## src/rtl/oqpsk_pkg.sv

```systemverilog
`timescale 1ns/1ps
// Shared definitions for the OQPSK burst front end: sequencer states, the
// default preamble/tail framing constants and a small sizing helper.
package oqpsk_pkg;

  typedef enum logic [1:0] {
    IDLE = 2'd0,
    PRE  = 2'd1,
    PAY  = 2'd2,
    TAIL = 2'd3
  } state_t;

  localparam int          DEF_PREAMBLE_LEN = 32;
  localparam logic [31:0] DEF_PREAMBLE_PAT = 32'hAAAA_AAAA;
  localparam int          DEF_TAIL_LEN     = 8;
  localparam int          DEF_LEN_W        = 12;

  // Largest of three integers, used to size the shared bit counter.
  function automatic int max3(input int a, input int b, input int c);
    int m;
    m = a;
    if (b > m) m = b;
    if (c > m) m = c;
    return m;
  endfunction

endpackage

```

## src/rtl/burst_bit_cnt.sv

```systemverilog
`timescale 1ns/1ps
// Loadable down-counter tracking the bits left in the current burst section.
// The count is "bits remaining after the one currently on the wire", so the
// zero flag marks the last bit of a section and the one flag the bit before.
module burst_bit_cnt #(
  parameter int W = 12
) (
  input  logic         clk,
  input  logic         reset,
  input  logic         load,
  input  logic [W-1:0] load_val,
  input  logic         dec,
  output logic [W-1:0] count,
  output logic         zero,
  output logic         one
);

  // Load has priority over decrement; the counter saturates at zero.
  always_ff @(posedge clk) begin
    if (reset) begin
      count <= '0;
    end else if (load) begin
      count <= load_val;
    end else if (dec && !zero) begin
      count <= count - W'(1);
    end
  end

  assign zero = (count == '0);
  assign one  = (count == W'(1));

endmodule

```

## src/rtl/oqpsk_burst_ctrl.sv

```systemverilog
`timescale 1ns/1ps
// Burst sequencer for the OQPSK modulator front end: preamble, handshaked
// payload and zero tail, with a half-rate phase strobe. Every output is a
// register computed from the state that the next cycle will be in.
module oqpsk_burst_ctrl
  import oqpsk_pkg::*;
#(
  parameter int          PREAMBLE_LEN = DEF_PREAMBLE_LEN,
  parameter logic [31:0] PREAMBLE_PAT = DEF_PREAMBLE_PAT,
  parameter int          TAIL_LEN     = DEF_TAIL_LEN,
  parameter int          LEN_W        = DEF_LEN_W
) (
  input  logic             clk,
  input  logic             reset,
  input  logic             start,
  input  logic [LEN_W-1:0] payload_len,
  input  logic             src_bit,
  input  logic             src_valid,
  output logic             src_ready,
  output logic             mod_bit,
  output logic             mod_en,
  output logic             mod_phase,
  output logic             busy,
  output logic             done,
  output logic             underrun
);

  localparam int CNT_W = max3(LEN_W, $clog2(PREAMBLE_LEN + 1), $clog2(TAIL_LEN + 1));

  state_t             state;
  state_t             state_next;
  logic [LEN_W-1:0]   len_q;
  logic               accept;

  logic               cnt_load;
  logic [CNT_W-1:0]   cnt_load_val;
  logic               cnt_dec;
  logic [CNT_W-1:0]   cnt;
  logic               cnt_zero;
  logic               cnt_one;
  logic [CNT_W-1:0]   cnt_minus1;

  logic               pat_bit;
  logic               pre_bit;
  logic               src_ready_next;
  logic               mod_bit_next;
  logic               mod_en_next;
  logic               mod_phase_next;
  logic               busy_next;
  logic               done_next;
  logic               underrun_next;

  burst_bit_cnt #(
    .W(CNT_W)
  ) u_bit_cnt (
    .clk      (clk),
    .reset    (reset),
    .load     (cnt_load),
    .load_val (cnt_load_val),
    .dec      (cnt_dec),
    .count    (cnt),
    .zero     (cnt_zero),
    .one      (cnt_one)
  );

  assign cnt_minus1 = cnt - CNT_W'(1);

  // State register; the next state already describes the bit being emitted.
  always_ff @(posedge clk) begin
    if (reset) begin
      state <= IDLE;
    end else begin
      state <= state_next;
    end
  end

  // Section sequencing and counter reload on every section entry.
  always_comb begin
    state_next   = state;
    accept       = 1'b0;
    cnt_load     = 1'b0;
    cnt_load_val = '0;
    cnt_dec      = 1'b0;
    case (state)
      IDLE: begin
        if (start) begin
          accept       = 1'b1;
          state_next   = PRE;
          cnt_load     = 1'b1;
          cnt_load_val = CNT_W'(PREAMBLE_LEN - 1);
        end
      end
      PRE: begin
        if (cnt_zero) begin
          cnt_load = 1'b1;
          if (len_q != '0) begin
            state_next   = PAY;
            cnt_load_val = CNT_W'(len_q) - CNT_W'(1);
          end else begin
            state_next   = TAIL;
            cnt_load_val = CNT_W'(TAIL_LEN - 1);
          end
        end else begin
          cnt_dec = 1'b1;
        end
      end
      PAY: begin
        if (cnt_zero) begin
          state_next   = TAIL;
          cnt_load     = 1'b1;
          cnt_load_val = CNT_W'(TAIL_LEN - 1);
        end else begin
          cnt_dec = 1'b1;
        end
      end
      TAIL: begin
        if (cnt_zero) begin
          state_next = IDLE;
        end else begin
          cnt_dec = 1'b1;
        end
      end
      default: begin
        state_next = IDLE;
      end
    endcase
  end

  // Next values of the registered outputs; src_ready looks two cycles ahead
  // so that it leads each payload slot by exactly one cycle.
  always_comb begin
    pat_bit = 1'b0;
    for (int i = 0; i < PREAMBLE_LEN; i++) begin
      if (cnt_minus1 == CNT_W'(i)) pat_bit = PREAMBLE_PAT[i];
    end
    pre_bit = (state == IDLE) ? PREAMBLE_PAT[PREAMBLE_LEN-1] : pat_bit;

    src_ready_next = (accept && (PREAMBLE_LEN == 1) && (payload_len != '0))
                  || ((state == PRE) && cnt_zero && (len_q > LEN_W'(1)))
                  || ((state == PRE) && cnt_one && (len_q != '0))
                  || ((state == PAY) && !cnt_zero && !cnt_one);

    if (src_ready) begin
      mod_bit_next = src_valid & src_bit;
    end else if (state_next == PRE) begin
      mod_bit_next = pre_bit;
    end else begin
      mod_bit_next = 1'b0;
    end

    busy_next   = (state_next != IDLE);
    mod_en_next = (state_next != IDLE);

    if (state_next == IDLE) begin
      mod_phase_next = 1'b0;
    end else if (state == IDLE) begin
      mod_phase_next = 1'b1;
    end else begin
      mod_phase_next = ~mod_phase;
    end

    done_next     = (state == TAIL) && cnt_zero;
    underrun_next = accept ? 1'b0 : (underrun | (src_ready & ~src_valid));
  end

  // Output and latched-length registers.
  always_ff @(posedge clk) begin
    if (reset) begin
      len_q     <= '0;
      src_ready <= 1'b0;
      mod_bit   <= 1'b0;
      mod_en    <= 1'b0;
      mod_phase <= 1'b0;
      busy      <= 1'b0;
      done      <= 1'b0;
      underrun  <= 1'b0;
    end else begin
      if (accept) len_q <= payload_len;
      src_ready <= src_ready_next;
      mod_bit   <= mod_bit_next;
      mod_en    <= mod_en_next;
      mod_phase <= mod_phase_next;
      busy      <= busy_next;
      done      <= done_next;
      underrun  <= underrun_next;
    end
  end

endmodule

```

## config.mk

```make
export PLATFORM = sky130hd
export DESIGN_NAME = oqpsk_burst_ctrl
export DESIGN_NICKNAME = d
export VERILOG_FILES = /design/src/rtl/oqpsk_pkg.sv /design/src/rtl/burst_bit_cnt.sv /design/src/rtl/oqpsk_burst_ctrl.sv
export SDC_FILE = /design/constraint.sdc
export NUM_CORES = 1
export LEC_CHECK = 0
export CAP_MARGIN = 20
export CORE_UTILIZATION = 35
export DETAILED_ROUTE_END_ITERATION = 10
export GPL_TIMING_DRIVEN = 0
export PLACE_DENSITY = 0.61
export SLEW_MARGIN = 20
export SYNTH_ARGS = -nofsm -noshare
export SYNTH_HDL_FRONTEND = slang
export SYNTH_SLANG_ARGS = --single-unit
```

## constraint.sdc

```tcl
create_clock -name clk -period 4.3 [get_ports clk]
set_input_delay 1.29 -clock clk [delete_from_list [all_inputs] [get_ports clk]]
set_output_delay 1.29 -clock clk [all_outputs]
set_load 0.01 [all_outputs]
```

==> run summary, run 1 <==
DR WL/cell -> 13.87 µm
Primary FF master, synth -> dfxtp_1
CP required -> 4.51 ns
H-tree depth -> 2
Setup Skew -> 0.006359 ns
DIE WIDTH -> 80.92 µm
die area -> 6547 µm²
Antenna Nets Post-Route -> 0
Placed Area -> 2504 µm²
share of layout cells above drive strength 1 -> 9.396%
switch share -> 46.18%
Slew headroom -> 62.24%
Die Span Y -> 80.92 µm
clock period minus worst slack -> 2.627 ns
min-delay worst type -> reg -> reg
Mapped Cells -> 268
Setup WS pre-CTS -> 1.347 ns
status -> finished, final reports clean
DR vias/cell -> 5.255
first-pass GRT wire length -> 8.818 mm
CTS resizes -> 0
Sequential Power Share -> 26.4%
Initial Util -> 36.60%
MaxCap Viol Count -> 0
DRC errors left -> 0
Achievable Freq -> 0.3807 GHz
largest cells by area after synthesis -> dfxtp_1 (29%), nand2_1 (7.7%), ha_1 (7.5%)
GRT Overall Usage -> 17.88%
Worst Path Arrival -> 2.84 ns
Final Core Density -> 43.34%
Core ar. -> 5956 µm²
non-filler cells, final -> 373
crit end category -> flop
antenna violations before repair -> 0
CTS Buf Count -> 5
Syn-to-layout area delta -> 18.43%
vias -> 1960
layout net count -> 328
Setup Fix Bufs, Post-CTS -> 0
largest net degree at the start of global routing -> 11
Pwr Total -> 1.723 mW
row cnt -> 28
post-synth top area cell -> dfxtp_1
grt total ovfl -> 0
synthesized area per cell -> 8.133 µm²
clock-pin slew on the worst setup and hold paths -> 0.07 ns
post-route cell area -> 2581 µm²
Sink Count -> 32
Lkg Pwr -> 0.9536 nW
Tcrit/Tclk final -> 61.09%
VDD IR-drop max -> 0.2596 mV
post-synthesis sequential area ratio -> 29.39%
max-slew violation count -> 0
hold buffers post-CTS -> 0
critical path startpoint category -> input pin
initial DRC count -> 110
Netlist cell types -> 53
vias in the first global route -> 1775
clock network power share -> 12.7%
yosys warns -> 0
CTS tree -> done
final hold slack -> 0.4391 ns
Max Fanout on Critical Path -> 4
Post-Syn Area -> 2180 µm²
async set-reset flop share out of synthesis -> 0%
CTS Root Buffer Type -> clkbuf_8
Post-synth EDFFs -> 0
pwr/cell area -> 667.5 nW/µm²
Worst-Skew Late Latency -> 0.28 ns
final number of setup-violating endpoints -> 0
NetSw -> 795.7 µW
Yosys top cell area share -> 29.39%
TritonRoute pass-1 iters -> 4
final WL -> 5.174 mm
setup TNS -> 0 ns
Final WS setup -> 1.673 ns
commonest non-fill, non-tap cell in the layout -> nand2_1
Slew @ Worst Pin -> 0.5612 ns
Placed Cells -> 366
register bit count reported by yosys -> 32
Int Pwr -> 927.3 µW
clock buffer depth -> 2
IO buf count -> 23
fill count -> 631
ANT cells -> 0
combinational share of power -> 60.9%
RSZ-0062 raised after global routing -> false
Worst Path Class, Setup -> in -> reg
GP Congestion -> 0.8786
HPWL after DPL -> 3.870 mm
Final Hold Vio Count -> 0
syn nets -> 298
most frequent cells in the layout -> nand2_1 (45), dfxtp_1 (32), a21oi_1 (23), clkdlybuf4s50_1 (23), nor2_1 (16)
I/O pin count -> 24
## worst max-delay path, cell delays in order
cell             delay (ns)
clkdlybuf4s50_1        0.55
nor2_1                 0.06
a21oi_1                0.17
nand3_2                0.11
or4b_1                 0.51
o21ai_1                0.15
## cells in the mapped netlist, types with 3 or more instances
master,number
xnor2_1,11
ha_1,13
nand4_1,4
o22ai_1,4
nand3b_1,3
nor3_1,5
a211oi_1,3
nand2b_1,3
a31oi_1,6
nor4_1,4
inv_1,10
nand2_1,45
xor2_1,9
clkbuf_1,8
a21oi_1,23
nand3_2,4
dfxtp_1,32
nand3_1,10
nor4_4,3
nor2b_1,3
or3_1,3
nor2_1,16
a221oi_1,4
o21ai_0,6
## flip-flops by register name, summed over array words and instances (netlist names)
register / cells
busy: 1
done: 1
len_q: 12
mod_bit: 1
mod_phase: 1
src_ready: 1
state: 2
u_bit_cnt.count: 12
underrun: 1
## cell type report
class / instances / area (µm²) / area share (%)
Buffer: 13 / 68.82 / 2.666
Clock buffer: 6 / 72.57 / 2.811
Tap cell: 75 / 93.84 / 3.635
Sequential cell: 32 / 640.6 / 24.82
Multi-Input combinational cell: 213 / 1433 / 55.50
Clock inverter: 1 / 5.005 / 0.1939
Timing Repair Buffer: 23 / 230.2 / 8.919
Inverter: 10 / 37.54 / 1.454
## final timing paths
path	startpoint	endpoint	slack [ns]	cells past startpoint
min reg2reg	mod_phase$_SDFF_PP0_	mod_phase$_SDFF_PP0_	0.44	1
max reg2reg	u_bit_cnt.count[0]$_SDFFE_PP0P_	mod_bit$_SDFF_PP0_	1.79	9
min	mod_phase$_SDFF_PP0_	mod_phase$_SDFF_PP0_	0.44	1
max	start	mod_bit$_SDFF_PP0_	1.67	6
## cells by family after synthesis
| kind of cell | Yosys count | synth area share [%] |
|---|---|---|
| AND/OR/NAND/NOR | 122 | 33.81 |
| buffers and inverters | 23 | 4.879 |
| adder cells (fa/ha/maj) | 13 | 7.463 |
| XOR/XNOR | 20 | 8.037 |
| flip-flops | 32 | 29.39 |
| AO/OA/AOI/OAI | 58 | 16.42 |
## routing by layer
metal	routed length, µm	global-route usage (%)	part of all wire, %	vias up
met5	0	0	0	-
met4	70	5.357	1.4	0
met3	163	3.708	3.2	7
met2	2393	28.32	46	30
met1	2548	24.25	49	916
li1	-	-	-	1007
## power groups by stage
stage	sequential [mW]	combinational (mW)	clock, mW
4_1_cts	0.455	1.04	0.222
2_1_floorplan	0.448	0.804	0
3_3_place_gp	0.460	1.04	0
3_5_place_dp	0.462	1.03	0
5_1_grt	0.467	1.16	0.238
6_report	0.456	1.05	0.219
Power figures use the tool's default switching activity.
==> run 2, diff against run 1 <==
Settings changed: PLACE_DENSITY 0.61 to 0.63.
Clock period 4.3 ns to 2.1 ns, I/O delays scaled along.
==> run 2 against run 1 <==
Global-route usage fell by 0.31 points. Routed wire length up 1.1%. Clock skew decreased by 0.0012 ns. Critical endpoint unchanged.
==> run summary, run 2 (synthesis gave the netlist of run 1 again) <==
Pwr Total -> 3.828 mW
GP Congestion -> 0.7812
grt total ovfl -> 0
max-slew violation count -> 0
clock-pin slew on the worst setup and hold paths -> 0.07 ns
Worst Path Class, Setup -> reg -> reg
slowest CP cell -> or4b_4
GRT Overall Usage -> 17.57%
crit end category -> flop
I/O pin count -> 24
die area -> 6547 µm²
Core ar. -> 5956 µm²
Die Span Y -> 80.92 µm
cells on worst reg2reg path -> 9
worst-path cell chain -> buf_4, inv_2, ha_4, nor2b_4, nand4_4, nand3_2, nand3_2, or4b_4, o21ai_2
vias in the first global route -> 1781
layout net count -> 332
reg2reg setup slack -> 0.05 ns
Worst Path Arrival -> 2.27 ns
clock buffer depth -> 2
final WL -> 5.232 mm
clock period minus worst slack -> 2.047 ns
Sink Count -> 32
row cnt -> 28
NetSw -> 1.706 mW
DR vias/cell -> 5.246
Int Pwr -> 2.122 mW
MaxCap Viol Count -> 0
Slew headroom -> 64.08%
CTS Buf Count -> 5
vias -> 1983
min-delay worst type -> reg -> reg
Final Hold Vio Count -> 0
TritonRoute pass-1 iters -> 4
Slew @ Worst Pin -> 0.5387 ns
DR WL/cell -> 13.84 µm
pwr/cell area -> 1399 nW/µm²
initial DRC count -> 86
critical path startpoint category -> flop
Setup Skew -> 0.005155 ns
antenna violations before repair -> 0
Achievable Freq -> 0.4885 GHz
Antenna Nets Post-Route -> 0
Initial Util -> 36.60%
first-pass GRT wire length -> 8.769 mm
CP peak stage delay -> 0.50 ns
status -> finished, final reports clean
combinational share of power -> 62.2%
IO buf count -> 23
Syn-to-layout area delta -> 25.55%
commonest non-fill, non-tap cell in the layout -> nand2_1
CTS tree -> done
switch share -> 44.56%
Final Core Density -> 45.95%
top flop regs -> len_q (12), u_bit_cnt.count (12), state (2)
CTS Root Buffer Type -> clkbuf_8
Lkg Pwr -> 1.004 nW
Max Fanout on Critical Path -> 7
most frequent CP cell -> nand3_2
CP required -> 2.33 ns
Sequential Power Share -> 25.2%
Tcrit/Tclk final -> 97.49%
final number of setup-violating endpoints -> 0
clock network power share -> 12.7%
DRC errors left -> 0
HPWL after DPL -> 3.870 mm
hold path depth -> 1
VDD IR-drop max -> 0.4206 mV
most frequent cells in the layout -> nand2_1 (45), dfxtp_1 (27), clkdlybuf4s50_1 (23)
share of layout cells above drive strength 1 -> 18.81%
DIE WIDTH -> 80.92 µm
ANT cells -> 0
H-tree depth -> 2
largest net degree at the start of global routing -> 11
Worst-Skew Late Latency -> 0.28 ns
run 2: cell types whose count changed in the layout (fill, tap and decap cells not counted), sizes merged:
cell    delta
clkinv     -1
buf        +8
clkbuf     -2
run 2: layout make-up:
| cell class | count | area [µm²] |
|---|---|---|
| multi-input cells | 213 | 1523 |
| inverters | 10 | 37.54 |
| clock buffers | 8 | 90.09 |
| fillers | 602 | 3219 |
| well taps | 75 | 93.84 |
| repair buffers | 29 | 275.3 |
| plain buffers | 11 | 67.56 |
| flip-flops and latches | 32 | 649.4 |
run 2: path summary, 6_finish.rpt:
path                                         from              endpoint
setup / recovery  u_bit_cnt.count[0]$_SDFFE_PP0P_    mod_bit$_SDFF_PP0_
hold / removal               mod_phase$_SDFF_PP0_  mod_phase$_SDFF_PP0_
setup reg to reg  u_bit_cnt.count[0]$_SDFFE_PP0P_    mod_bit$_SDFF_PP0_
hold reg to reg              mod_phase$_SDFF_PP0_  mod_phase$_SDFF_PP0_
run 2: what timing repair did:
action,4_1_cts,5_1_grt
buffers inserted,1,5
gates resized for setup,10,24
hold buffers,0,0
pin swaps,1,6
setup endpoints to repair,12,15
run 2: per-stage QoR:
stage | cells | worst slack [ns] | instance area (µm²) | setup TNS, ns | hold slack (ns)
after floorplan | 268 | 0.06758 | 2181 | 0 | 0.4503
after global placement | 366 | -0.2822 | 2505 | -3.432 | 0.4313
after detailed placement | 366 | -0.2950 | 2505 | -3.894 | 0.4401
after CTS | 374 | 0.02231 | 2639 | 0 | 0.4497
after global routing | 378 | -0.007177 | 2736 | -0.007177 | 0.4822
final | 378 | 0.05274 | 2736 | 0 | 0.4426
run 2: worst max-delay path: cells and delay by family, from the launching register on:
| family | cells | cell delay [ns] |
|---|---|---|
| AO/OA/AOI/OAI | 1 | 0.13 |
| adder cells (fa/ha/maj) | 1 | 0.17 |
| buffers and inverters | 2 | 0.25 |
| flip-flops | 1 | 0.33 |
| AND/OR/NAND/NOR | 5 | 1.08 |
run 2: power groups by stage:
stage               Combinational (mW)  Sequential (mW)  Clock (mW)
CTS                               2.21            0.940       0.500
global placement                  2.11            0.942           0
global route                      2.61            0.991       0.532
finish                            2.38            0.964       0.484
detailed placement                2.10            0.948           0
floorplan                         1.65            0.917           0
run 2: layer usage:
metal / share of wire, % / up-vias / global-route usage [%]
met4: 1.6 / 0 / 5.357
met3: 3.1 / 7 / 3.371
met5: 0 / - / 0
met2: 48 / 35 / 27.90
li1: - / 1023 / -
met1: 47 / 918 / 23.88
==> run 3, diff against run 2 <==
Settings changed: ABC_AREA set to 1.
==> run 3 against run 2 <==
The run now ends with negative setup slack left. Synthesized cell count grew 18%. Non-clock buffer count grew 17. Via count grew 14%. Routed wire length grew 12%. Total power grew 45%. Sequential share of layout area shrank 2.2 points. Register-to-register slack lost 0.36 ns. Utilization grew 6.0 points. Final area grew 12%. First-iteration DRC count grew 4.7%. Flip-flop and latch count is the same. Fmax shrank 15%. Largest power group unchanged.
==> run summary, run 3 <==
status -> finished, violations left
failing checks -> negative setup slack
post-synthesis sequential area ratio -> 30.05%
Core ar. -> 5886 µm²
setup TNS -> -0.4672 ns
Worst R2R Start -> u_bit_cnt.count[1]$_SDFFE_PP0P_
share of layout cells above drive strength 1 -> 26.67%
ANT cells -> 0
DIE WIDTH -> 80.05 µm
grt total ovfl -> 0
GRT Overall Usage -> 18.86%
post-synth top area cell -> dfxtp_1
die area -> 6408 µm²
critical path startpoint category -> flop
Achievable Freq -> 0.4157 GHz
clock period minus worst slack -> 2.405 ns
Post-synth EDFFs -> 0
clock-pin slew on the worst setup and hold paths -> 0.07 ns
row cnt -> 28
HPWL after DPL -> 3.992 mm
async set-reset flop share out of synthesis -> 0%
top-count cell post-synth -> nand2_1
adder-cell share of the synthesized area -> 7.629%
syn nets -> 346
largest family of logic cells by synthesized area -> simple AND/OR/NAND/NOR gates
Sink Count -> 32
synthesized area per cell -> 6.747 µm²
TritonRoute pass-1 iters -> 4
Antenna Nets Post-Route -> 0
Post-Syn Area -> 2132 µm²
H-tree depth -> 2
Netlist cell types -> 33
initial DRC count -> 90
Yosys top cell area share -> 30.05%
final WL -> 5.877 mm
vias in the first global route -> 2054
largest net degree at the start of global routing -> 11
Pwr Total -> 5.534 mW
synth cell count leaders -> nand2_1 (49), nor2_1 (48), inv_1 (36)
MaxCap Viol Count -> 0
Synth Area in XOR/XNOR -> 6.162%
antenna violations before repair -> 0
Primary FF master, synth -> dfxtp_1
Syn-to-layout area delta -> 43.43%
final number of setup-violating endpoints -> 2
Mapped Cells -> 316
min-delay worst type -> reg -> reg
pwr/cell area -> 1810 nW/µm²
GP Congestion -> 0.8260
Final WS setup -> -0.3053 ns
Lkg Pwr -> 1.286 nW
DR vias/cell -> 5.013
VDD IR-drop max -> 0.6472 mV
yosys warns -> 0
layout net count -> 404
RSZ-0062 raised after global routing -> true
CP Launch Point -> u_bit_cnt.count[1]$_SDFFE_PP0P_
Hold Crit Start -> mod_phase$_SDFF_PP0_
DR WL/cell -> 13.06 µm
non-filler cells, final -> 450
commonest non-fill, non-tap cell in the layout -> nand2_1
CTS tree -> done
Tcrit/Tclk final -> 114.5%
DRC errors left -> 0
Initial Util -> 36.22%
CTS Root Buffer Type -> clkbuf_8
first-pass GRT wire length -> 9.239 mm
Worst Path Class, Setup -> reg -> reg
Max Fanout on Critical Path -> 4
largest cells by area after synthesis -> dfxtp_1 (30%), nand2_1 (8.6%), nor2_1 (8.5%)
Slew headroom -> 63.64%
vias -> 2256
Slew @ Worst Pin -> 0.5454 ns
register bit count reported by yosys -> 32
mux share of post-synthesis cell area -> 0%
Placed Cells -> 414
max-slew violation count -> 0
Final Hold Vio Count -> 0
Compound-Gate Fraction of Synth Area -> 17.25%
Post-Synth Simple-Gate Area -> 30.93%
CP required -> 2.32 ns
Worst Path Arrival -> 2.62 ns
Worst-Skew Late Latency -> 0.29 ns
clock buffer depth -> 2
Setup Skew -> 0.007210 ns
Die Span Y -> 80.05 µm
Final Core Density -> 51.96%
crit end category -> flop
CTS Buf Count -> 5
top flop regs -> len_q (12), u_bit_cnt.count (12), state (2)
I/O pin count -> 24
IO buf count -> 23
most frequent cells in the layout -> nand2_1 (47), nor2_1 (40), inv_1 (32)
-- run 3: cell count changes after synthesis, sizes merged, moves of 5 or more --
cell	before	now
clkbuf	8	3
nand3	14	22
o21ai	7	31
inv	10	36
nor4	8	2
nand2	45	51
nor2	16	53
-- run 3: per-layer routing --
metal / share of wire [%] / GRT usage [%]
met2: 49 / 32.74
met3: 4.6 / 4.432
met1: 44 / 22.51
met4: 2.2 / 6.786
met5: 0 / 0
-- run 3: layout make-up --
| class | instances | area (µm²) |
|---|---|---|
| clock buffers | 8 | 100.1 |
| flip-flops and latches | 32 | 659.4 |
| multi-input cells | 240 | 1550 |
| well taps | 75 | 93.84 |
| plain buffers | 6 | 41.29 |
| repair buffers | 51 | 451.7 |
| inverters | 38 | 161.4 |
| fillers | 569 | 2828 |
-- run 3: path summary, 6_finish.rpt --
path                                     endpoint  slack (ns)  cells after the start
setup / recovery  u_bit_cnt.count[8]$_SDFFE_PP0P_       -0.31                     18
hold / removal               mod_phase$_SDFF_PP0_        0.45                      1
setup reg to reg  u_bit_cnt.count[8]$_SDFFE_PP0P_       -0.31                     18
hold reg to reg              mod_phase$_SDFF_PP0_        0.45                      1
-- run 3: stage by stage --
step	worst slack (ns)	hold WS (ns)	instance area [µm²]
2_1_floorplan	-0.1501	0.4444	2160
3_3_place_gp	-0.7670	0.4307	2484
3_5_place_dp	-0.7979	0.4440	2484
4_1_cts	-0.1791	0.4498	2820
5_1_grt	-0.4062	0.4881	3058
6_report	-0.3053	0.4491	3058
-- run 3: worst max-delay path, stage by stage, from the launching register on --
cell,delay (ns)
dfxtp_4,0.37
inv_4,0.06
ha_4,0.15
buf_6,0.11
nand2_4,0.07
nor2_2,0.11
nand2_2,0.07
buf_4,0.13
buf_4,0.12
buf_4,0.12
buf_4,0.12
buf_4,0.12
buf_4,0.12
buf_4,0.13
buf_4,0.13
buf_4,0.12
nand2_1,0.06
a22oi_1,0.07
a21oi_1,0.16
-- run 3: cell families after synthesis --
| kind of cell | after synthesis |
|---|---|
| AND/OR/NAND/NOR | 147 |
| AO/OA/AOI/OAI | 65 |
| buffers and inverters | 44 |
| flip-flops | 32 |
| XOR/XNOR | 15 |
| adder cells (fa/ha/maj) | 13 |
-- run 3: what timing repair did --
item	4_1_cts	5_1_grt
hold buffers	0	0
resized for setup	22	54
pin swaps	12	11
endpoints found under the setup margin	19	18
setup buffers	20	8
-- run 3: power by group --
part,internal (mW),switching [mW],total (mW)
combinational,1.70,2.26,3.96
clock,0.299,0.233,0.532
sequential,0.821,0.222,1.04
total,2.82,2.72,5.53
